### config.mk
export PLATFORM = sky130hd
export DESIGN_NAME = rv32i_ctrl_fsm
export DESIGN_NICKNAME = d
export VERILOG_FILES = /design/src/rtl/rv32i_ctrl_fsm.sv
export SDC_FILE = /design/constraint.sdc
export NUM_CORES = 1
export LEC_CHECK = 0
export ABC_CLOCK_PERIOD_IN_PS = 1900
export CORE_MARGIN = 2
export CORE_UTILIZATION = 30
export DETAILED_ROUTE_END_ITERATION = 10
export PLACE_DENSITY = 0.59
export SETUP_SLACK_MARGIN = 0.02
export SLEW_MARGIN = 20
export SYNTH_ARGS = -nofsm -noshare
export SYNTH_HDL_FRONTEND = slang
export SYNTH_SLANG_ARGS = --single-unit
### constraint.sdc
create_clock -name clk -period 1.9 [get_ports clk]
set_input_delay 0.38 -clock clk [delete_from_list [all_inputs] [get_ports clk]]
set_output_delay 0.38 -clock clk [all_outputs]
set_load 0.02 [all_outputs]
### src/rtl/rv32i_ctrl_fsm.sv
// Multi-cycle control sequencer for the RV32I datapath: fetch, register read,
// execute, load/store and halt, with a retired-instruction counter.
module rv32i_ctrl_fsm #(
  parameter int HALT_ON_SYSTEM = 1,
  parameter int ILLEGAL_TRAP   = 1,
  parameter int CNT_W          = 32
) (
  input  logic             clk,
  input  logic             resetn,
  input  logic [31:0]      instr,
  input  logic             branch_taken,
  input  logic             mem_ready,
  input  logic [1:0]       addr_lsb,
  output logic             mem_rstrb,
  output logic [3:0]       mem_wmask,
  output logic             addr_sel,
  output logic             instr_we,
  output logic             pc_we,
  output logic [1:0]       pc_sel,
  output logic             rf_we,
  output logic [1:0]       wb_sel,
  output logic [2:0]       state_o,
  output logic             halted,
  output logic             illegal,
  output logic [CNT_W-1:0] instret
);

  localparam logic [2:0] S_FETCH_INSTR = 3'd0;
  localparam logic [2:0] S_WAIT_INSTR  = 3'd1;
  localparam logic [2:0] S_FETCH_REGS  = 3'd2;
  localparam logic [2:0] S_EXECUTE     = 3'd3;
  localparam logic [2:0] S_LOAD        = 3'd4;
  localparam logic [2:0] S_WAIT_DATA   = 3'd5;
  localparam logic [2:0] S_STORE       = 3'd6;
  localparam logic [2:0] S_HALT        = 3'd7;

  localparam logic [6:0] OP_LUI    = 7'b0110111;
  localparam logic [6:0] OP_AUIPC  = 7'b0010111;
  localparam logic [6:0] OP_JAL    = 7'b1101111;
  localparam logic [6:0] OP_JALR   = 7'b1100111;
  localparam logic [6:0] OP_BRANCH = 7'b1100011;
  localparam logic [6:0] OP_LOAD   = 7'b0000011;
  localparam logic [6:0] OP_STORE  = 7'b0100011;
  localparam logic [6:0] OP_ALUIMM = 7'b0010011;
  localparam logic [6:0] OP_ALUREG = 7'b0110011;
  localparam logic [6:0] OP_FENCE  = 7'b0001111;
  localparam logic [6:0] OP_SYSTEM = 7'b1110011;

  logic [2:0]       r_state;
  logic             r_illegal;
  logic [CNT_W-1:0] r_instret;

  logic [2:0] w_next_state;
  logic       w_rf_we_raw;
  logic       w_retire;
  logic       w_trap;

  logic [6:0] w_opcode;
  logic [2:0] w_funct3;
  logic       w_rd_zero;
  logic       w_is_load;
  logic       w_is_store;
  logic       w_is_system;
  logic       w_known_op;
  logic       w_half;
  logic       w_word;
  logic       w_misaligned;
  logic       w_store_bad;
  logic       w_bad_instr;
  logic       w_unused;

  function automatic logic [3:0] store_mask(input logic [2:0] f3, input logic [1:0] lsb);
    case (f3)
      3'b000:  store_mask = 4'b0001 << lsb;
      3'b001:  store_mask = 4'b0011 << {lsb[1], 1'b0};
      3'b010:  store_mask = 4'b1111;
      default: store_mask = 4'b0000;
    endcase
  endfunction

  assign w_opcode    = instr[6:0];
  assign w_funct3    = instr[14:12];
  assign w_rd_zero   = (instr[11:7] == 5'd0);
  assign w_unused    = ^instr[31:15];

  assign w_is_load   = (w_opcode == OP_LOAD);
  assign w_is_store  = (w_opcode == OP_STORE);
  assign w_is_system = (w_opcode == OP_SYSTEM);

  always_comb begin
    w_known_op = 1'b0;
    case (w_opcode)
      OP_LUI, OP_AUIPC, OP_JAL, OP_JALR, OP_BRANCH, OP_LOAD, OP_STORE,
      OP_ALUIMM, OP_ALUREG, OP_FENCE, OP_SYSTEM: w_known_op = 1'b1;
      default:                                   w_known_op = 1'b0;
    endcase
  end

  // funct3[1:0] selects access size for both loads and stores; byte never faults
  assign w_half       = (w_funct3[1:0] == 2'b01);
  assign w_word       = (w_funct3[1:0] == 2'b10);
  assign w_misaligned = (w_is_load | w_is_store) &
                        ((w_half & addr_lsb[0]) | (w_word & (addr_lsb != 2'b00)));
  assign w_store_bad  = w_is_store & (w_funct3 > 3'b010);
  assign w_bad_instr  = ~w_known_op | w_misaligned | w_store_bad;

  always_comb begin
    mem_rstrb    = 1'b0;
    mem_wmask    = 4'b0000;
    addr_sel     = 1'b0;
    instr_we     = 1'b0;
    pc_we        = 1'b0;
    pc_sel       = 2'd0;
    wb_sel       = 2'd0;
    w_rf_we_raw  = 1'b0;
    w_retire     = 1'b0;
    w_trap       = 1'b0;
    w_next_state = r_state;
    case (r_state)
      S_FETCH_INSTR: begin
        mem_rstrb    = 1'b1;
        w_next_state = S_WAIT_INSTR;
      end
      S_WAIT_INSTR: begin
        if (mem_ready) begin
          instr_we     = 1'b1;
          w_next_state = S_FETCH_REGS;
        end
      end
      S_FETCH_REGS: begin
        w_next_state = S_EXECUTE;
      end
      S_EXECUTE: begin
        if (w_bad_instr) begin
          if (ILLEGAL_TRAP != 0) begin
            w_trap       = 1'b1;
            w_next_state = S_HALT;
          end else begin
            pc_we        = 1'b1;
            w_retire     = 1'b1;
            w_next_state = S_FETCH_INSTR;
          end
        end else if (w_is_system && (HALT_ON_SYSTEM != 0)) begin
          w_next_state = S_HALT;
        end else if (w_is_load) begin
          w_next_state = S_LOAD;
        end else if (w_is_store) begin
          w_next_state = S_STORE;
        end else begin
          pc_we        = 1'b1;
          w_retire     = 1'b1;
          w_next_state = S_FETCH_INSTR;
          case (w_opcode)
            OP_ALUREG, OP_ALUIMM: begin
              w_rf_we_raw = 1'b1;
              wb_sel      = 2'd0;
            end
            OP_LUI, OP_AUIPC: begin
              w_rf_we_raw = 1'b1;
              wb_sel      = 2'd3;
            end
            OP_JAL: begin
              w_rf_we_raw = 1'b1;
              wb_sel      = 2'd1;
              pc_sel      = 2'd1;
            end
            OP_JALR: begin
              w_rf_we_raw = 1'b1;
              wb_sel      = 2'd1;
              pc_sel      = 2'd2;
            end
            OP_BRANCH: begin
              pc_sel = branch_taken ? 2'd1 : 2'd0;
            end
            default: begin
              pc_sel = 2'd0;
            end
          endcase
        end
      end
      S_LOAD: begin
        mem_rstrb    = 1'b1;
        addr_sel     = 1'b1;
        w_next_state = S_WAIT_DATA;
      end
      S_WAIT_DATA: begin
        addr_sel = 1'b1;
        if (mem_ready) begin
          w_rf_we_raw  = 1'b1;
          wb_sel       = 2'd2;
          pc_we        = 1'b1;
          w_retire     = 1'b1;
          w_next_state = S_FETCH_INSTR;
        end
      end
      S_STORE: begin
        // address and mask stay asserted for the whole handshake
        addr_sel  = 1'b1;
        mem_wmask = store_mask(w_funct3, addr_lsb);
        if (mem_ready) begin
          pc_we        = 1'b1;
          w_retire     = 1'b1;
          w_next_state = S_FETCH_INSTR;
        end
      end
      default: begin
        w_next_state = S_HALT;
      end
    endcase
  end

  assign rf_we = w_rf_we_raw & ~w_rd_zero;

  always_ff @(posedge clk) begin
    if (!resetn) begin
      r_state   <= S_FETCH_INSTR;
      r_illegal <= 1'b0;
      r_instret <= '0;
    end else begin
      r_state <= w_next_state;
      if (w_trap) begin
        r_illegal <= 1'b1;
      end
      if (w_retire) begin
        r_instret <= r_instret + CNT_W'(1);
      end
    end
  end

  assign state_o = r_state;
  assign halted  = (r_state == S_HALT);
  assign illegal = r_illegal;
  assign instret = r_instret;

endmodule

==> flow_summary.yaml, run 1 <==
outcome:
  status: "finished, violations left"
  violations: "setup timing"
setup_path:
  path_cells: "buf_8 -> nand2b_4 -> o21ai_2 -> a32oi_2 -> or4_4 -> nor4b_4 -> buf_4"
  critPathMaxFanout: 5
  path_class: "primary input to primary output"
  slowest_delay_ns: 0.60
  startpoint_type: "primary input"
  cp_num_buf_inv: 2
  cp.arrival_ns: 1.86
  critPathSlowestCell: "or4_4"
  critPathTopFamily: "simple AND/OR/NAND/NOR gates"
  critPathRequiredTime_ns: 1.52
  critPathCaptureType: "primary output"
power_and_ir_drop:
  ir_drop_uv: 233
  power.density_mw_per_mm2: 435
  cellLeakagePower_nw: 1.55
  power_mw: 1.82
clock_tree:
  clock-sinks: 36
  tritoncts: "yes"
  numCtsBuffers: 5
  htreeDepth: 2
  path_clk_slew_ns: 0.07
  cts_root_buf: "clkbuf_8"
  cts_buffer_depth: 2
  clk_latency_ns: 0.30
  hold_buffers: 0
yosys:
  async_reset_ff_share_pct: 0
  yosysSeqAreaShare_pct: 33.7
  synth_fp_nets: 320
  synth-seq-cells: 36
  ys_warn_count: 0
  synth.distinct_cells: 43
  netlist_instances: 281
  synth_area_per_cell_um2: 7.61
  synth_ff_type: "dfxtp_1"
  synth_edf_count: 0
  synth_area_mm2: 0.00214
layout:
  fillerInstances: 593
  regArea_um2: 767
  multi_input_area_mm2: 0.00176
  finalNonFillerCells: 511
  layout.nets: 453
  final_util_pct: 61.1
  diodes: 0
  mostFrequentLayoutCells: "63 x buf_4, 46 x clkdlybuf4s50_1, 22 x nand2_1"
  drive_above_1_share_pct: 47.7
  final_common_cell: "buf_4"
  fin_area_mm2: 0.00418
  areaGrowthSynthToFinish_pct: 95.3
drt:
  routed_wl_um: 8100
  first_pass_iters: 4
  routed-via-count: 2689
  antenna_left: 0
  first_iter_violations: 94
  drc_errors: 0
  vias_per_cell: 5.26
  wl_per_cell_um: 15.9
sta:
  finalSetupTns_ns: -1.26
  finalHoldViolCount: 0
  worst_slack_ns: -0.340
  fmax_mhz: 446
  drv_slew: 0
  rsz0062_at_grt: "true"
  post-route-min-period_ns: 2.24
  max_slew.worst_pin.slew_ns: 0.349
  finalSetupViolations: 14
  max-slew-margin-rel_pct: 76.6
  fin_crit_sh_pct: 118
  hold_ws_ns: 0.465
  finalClockSkew_ns: 0.0106
floorplan:
  die_x_um: 88.4
  die_h_um: 88.4
  rows: 30
  start_util_pct: 31.3
  core_mm2: 0.00683
  ios: 88
  die_area_mm2: 0.00782
placed_design:
  place_area_mm2: 0.00336
  detailedPlace.worstSlack_ns: -1.21
  place_congestion: 0.807
  port_buffers: 70
  dp_cells: 477
  post-dp-hpwl_um: 4980
grt:
  grt_max_degree: 31
  grt_antenna_before_repair: 0
  grt_pass1_wl_um: 12000
  grt_pass1_vias: 2501
  grtUsageTotal_pct: 19.4
  grt-ovfl-total: 0
run:
  max-cap-violations: 0
hold_path:
  min-delay-path-class: "flop to flop"
-- where the power goes --
group	switching, mW	total, mW	internal, mW	leakage (nW)
logic	0.177	0.366	0.189	1.19
registers	0.00540	0.760	0.755	0.304
clock network	0.303	0.692	0.388	0.0541
total	0.486	1.82	1.33	1.55
-- final timing paths --
kind | end | startpoint | cells after the start | slack [ns]
setup / recovery | pc_sel[1] | instr[6] | 7 | -0.34
hold / removal | illegal$_SDFFE_PN0P_ | illegal$_SDFFE_PN0P_ | 1 | 0.47
setup reg to reg | instret[6]$_SDFFE_PN0P_ | state_o[2]$_SDFFE_PN0P_ | 7 | -0.09
hold reg to reg | illegal$_SDFFE_PN0P_ | illegal$_SDFFE_PN0P_ | 1 | 0.47
-- layer usage --
metal | wire (µm) | track usage (%) | share of wire (%) | vias to the layer above
met2 | 4150 | 34.3 | 51 | 67
met1 | 3480 | 24.4 | 43 | 1291
met3 | 362 | 3.08 | 4.5 | 10
met4 | 114 | 5.37 | 1.4 | 0
li1 | - | - | - | 1321
met5 | 0 | 0 | 0 | -
-- cells in the mapped netlist, types with 2 or more instances --
master    count  area, µm²
nand2_1      24       90.1
mux2i_1       2       20.0
nand4_1       4       25.0
dfxtp_1      36        721
inv_1         9       33.8
nand2b_1      5       31.3
nor4b_1       2       17.5
and3_1        8       50.1
o21ai_0      20        100
nor2_1       17       63.8
o31ai_1      13       97.6
nand3_1      16       80.1
or4_1        13       97.6
nor4_1        3       18.8
buf_6         2       22.5
o21a_1        4       30.0
or3_1        12       75.1
o41ai_1       4       35.0
nand3b_1      4       30.0
a21oi_1      38        190
and4_1        4       35.0
nor3_1        2       10.0
buf_2         2       10.0
clkbuf_1     12       45.0
o21bai_1      3       22.5
and2_1        4       25.0
or4b_1        2       20.0
-- logic make-up after synthesis --
| logic type | after synthesis | synth area share (%) |
|---|---|---|
| xor+xnor | 2 | 0.819 |
| fa+ha+maj | 1 | 0.585 |
| buf+inv | 26 | 5.38 |
| simple gates | 125 | 33.4 |
| mux | 2 | 0.936 |
| flops | 36 | 33.7 |
| compound gates | 89 | 25.2 |
-- repair_timing --
action	4_1_cts	5_1_grt
gates resized for setup	128	80
pin swaps	54	25
cloned	5	0
buffers inserted	15	9
endpoints found under the setup margin	48	40
-- layout make-up --
cell class | instances | area share (%)
tap | 96 | 2.88
multi-input combinational | 219 | 42.1
clock inverter | 3 | 1.02
clock buffer | 5 | 1.65
sequential | 36 | 18.4
inverter | 10 | 1.02
timing repair buffer | 142 | 33.0
-- state kept, by name (all words and copies together) (netlist names) --
| signal | cells |
|---|---|
| illegal | 1 |
| instret | 32 |
| state_o | 3 |
No activity file was read; power rests on OpenSTA's default activity.
==> inputs of run 2 (changes only) <==
--- a/config.mk
+++ b/config.mk
@@ -9,7 +9,7 @@
 export CORE_MARGIN = 2
 export CORE_UTILIZATION = 30
 export DETAILED_ROUTE_END_ITERATION = 10
-export PLACE_DENSITY = 0.59
+export PLACE_DENSITY = 0.68
 export SETUP_SLACK_MARGIN = 0.02
 export SLEW_MARGIN = 20
 export SYNTH_ARGS = -nofsm -noshare
==> run 2 against run 1 <==
The run still ends with setup timing left. Worst hold slack gained 0.014 ns. Largest cell class unchanged. Clock skew shrank 0.0036 ns. Final area grew 1.6%. First-iteration DRC count grew 130%. Combinational power is essentially flat. Sequential share of layout area shrank 0.35 points. Fmax grew 0.44%. Critical path type unchanged.
==> flow_summary.yaml, run 2 (synthesis gave the netlist of run 1 again) <==
layout:
  areaGrowthSynthToFinish_pct: 98.5
  diodes: 0
  multi_input_area_mm2: 0.00178
  mostFrequentLayoutCells: "74 x buf_4, 46 x clkdlybuf4s50_1, 22 x nand2_1, 22 x a21oi_1, 16 x a21oi_2"
  largest_register_ffs: 32
  final_util_pct: 62.1
  drive_above_1_share_pct: 47.9
  final_common_cell: "buf_4"
  regArea_um2: 764
  finalNonFillerCells: 524
  fin_area_mm2: 0.00424
  fillerInstances: 571
  layout.nets: 466
sta:
  finalClockSkew_ns: 0.00698
  fmax_mhz: 448
  post-route-min-period_ns: 2.23
  drv_slew: 0
  fin_crit_sh_pct: 117
  finalSetupViolations: 25
  hold_ws_ns: 0.479
  worst_slack_ns: -0.330
  max-slew-margin-rel_pct: 79.5
  rsz0062_at_grt: "true"
  finalHoldViolCount: 0
  max_slew.worst_pin.slew_ns: 0.304
  finalSetupTns_ns: -2.34
run:
  max-cap-violations: 0
floorplan:
  die_area_mm2: 0.00782
  core_mm2: 0.00683
  start_util_pct: 31.3
  die_x_um: 88.4
  ios: 88
  die_h_um: 88.4
  rows: 30
power_and_ir_drop:
  p_clk_share_pct: 32.3
  ir_drop_uv: 368
  power_frac_seq_pct: 45.7
  cellLeakagePower_nw: 1.59
  netSwitchingFraction_pct: 28.3
  internal-power_mw: 1.19
  p_comb_share_pct: 22.0
  power_mw: 1.66
  power.density_mw_per_mm2: 391
  power_switching_uw: 470
placed_design:
  dp_cells: 478
  port_buffers: 70
  detailedPlace.worstSlack_ns: -1.17
  post-dp-hpwl_um: 4890
  place_congestion: 0.871
  place_area_mm2: 0.00335
drt:
  antenna_left: 0
  vias_per_cell: 5.44
  routed-via-count: 2852
  wl_per_cell_um: 16.3
  first_pass_iters: 4
  routed_wl_um: 8570
  first_iter_violations: 218
  drc_errors: 0
clock_tree:
  htreeDepth: 2
  path_clk_slew_ns: 0.07
  clock-sinks: 36
  cts_buffer_depth: 2
  hold_buffers: 0
  cts_root_buf: "clkbuf_8"
  clk_latency_ns: 0.29
  tritoncts: "yes"
  numCtsBuffers: 5
setup_path:
  startpoint_type: "primary input"
  ff2ff_path_depth: 8
  path_class: "primary input to primary output"
  critPathRequiredTime_ns: 1.52
  cp.arrival_ns: 1.85
  critPathMaxFanout: 4
  critPathCaptureType: "primary output"
outcome:
  status: "finished, violations left"
  violations: "setup timing"
grt:
  grt-busiest-layer: "met2"
  grt_antenna_before_repair: 0
  grtUsageTotal_pct: 19.9
  met3_usage_pct: 4.10
  use_met1_pct: 24.9
  grt_max_degree: 21
  grt_pass1_wl_um: 12300
  grtUsageMet2_pct: 34.9
  grt_pass1_vias: 2637
  grt-ovfl-total: 0
hold_path:
  holdPathStages: 1
  min-delay-path-class: "flop to flop"
-- run 2: layer usage --
metal  share of wire (%)  up-vias  wire, µm
met5                   0        -         0
met4                 1.1        0        98
li1                    -     1349         -
met2                  51      103      4350
met3                 5.8        8       500
met1                  42     1392      3620
-- run 2: area by class of cell --
cell class | count | share of cell area [%]
clock buffers | 5 | 1.62
clock inverters | 3 | 0.324
inverters | 10 | 1.00
multi-input cells | 219 | 41.9
flip-flops and latches | 36 | 18.0
well taps | 96 | 2.83
repair buffers | 155 | 34.3
-- run 2: path summary, 6_finish.rpt --
kind / start / end / slack, ns
worst max register to register: state_o[2]$_SDFFE_PN0P_ / instret[27]$_SDFFE_PN0P_ / -0.12
worst max-delay path: instr[6] / wb_sel[1] / -0.33
worst min register to register: illegal$_SDFFE_PN0P_ / illegal$_SDFFE_PN0P_ / 0.48
worst min-delay path: illegal$_SDFFE_PN0P_ / illegal$_SDFFE_PN0P_ / 0.48
-- run 2: timing repair --
action                                  CTS  global route
endpoints found under the setup margin   48            39
resized for setup                       135            62
pin swaps                                55            28
setup buffers                            23            14
cloned                                    3             1
-- run 2: power groups by stage --
| stage | Sequential [mW] | Clock (mW) | Combinational (mW) |
|---|---|---|---|
| 2_1_floorplan | 0.794 | 0 | 0.119 |
| 3_3_place_gp | 0.781 | 0 | 0.285 |
| 3_5_place_dp | 0.781 | 0 | 0.287 |
| 4_1_cts | 0.760 | 0.541 | 0.341 |
| 5_1_grt | 0.761 | 0.581 | 0.390 |
| 6_report | 0.759 | 0.537 | 0.365 |
-- run 2: worst max-delay path: stages --
cell and delay, ns:
buf_8 0.10, nand2b_4 0.13, o21ai_2 0.15, a32oi_2 0.13
or4_4 0.48, o41ai_4 0.30, buf_4 0.19
==> inputs of run 3 (changes only) <==
--- a/config.mk
+++ b/config.mk
@@ -6,6 +6,7 @@
 export NUM_CORES = 1
 export LEC_CHECK = 0
 export ABC_CLOCK_PERIOD_IN_PS = 1900
+export CAP_MARGIN = 5
 export CORE_MARGIN = 2
 export CORE_UTILIZATION = 30
 export DETAILED_ROUTE_END_ITERATION = 10
==> results of run 3 <==
The final DEF is identical to that of run 2; final timing and power are the same.
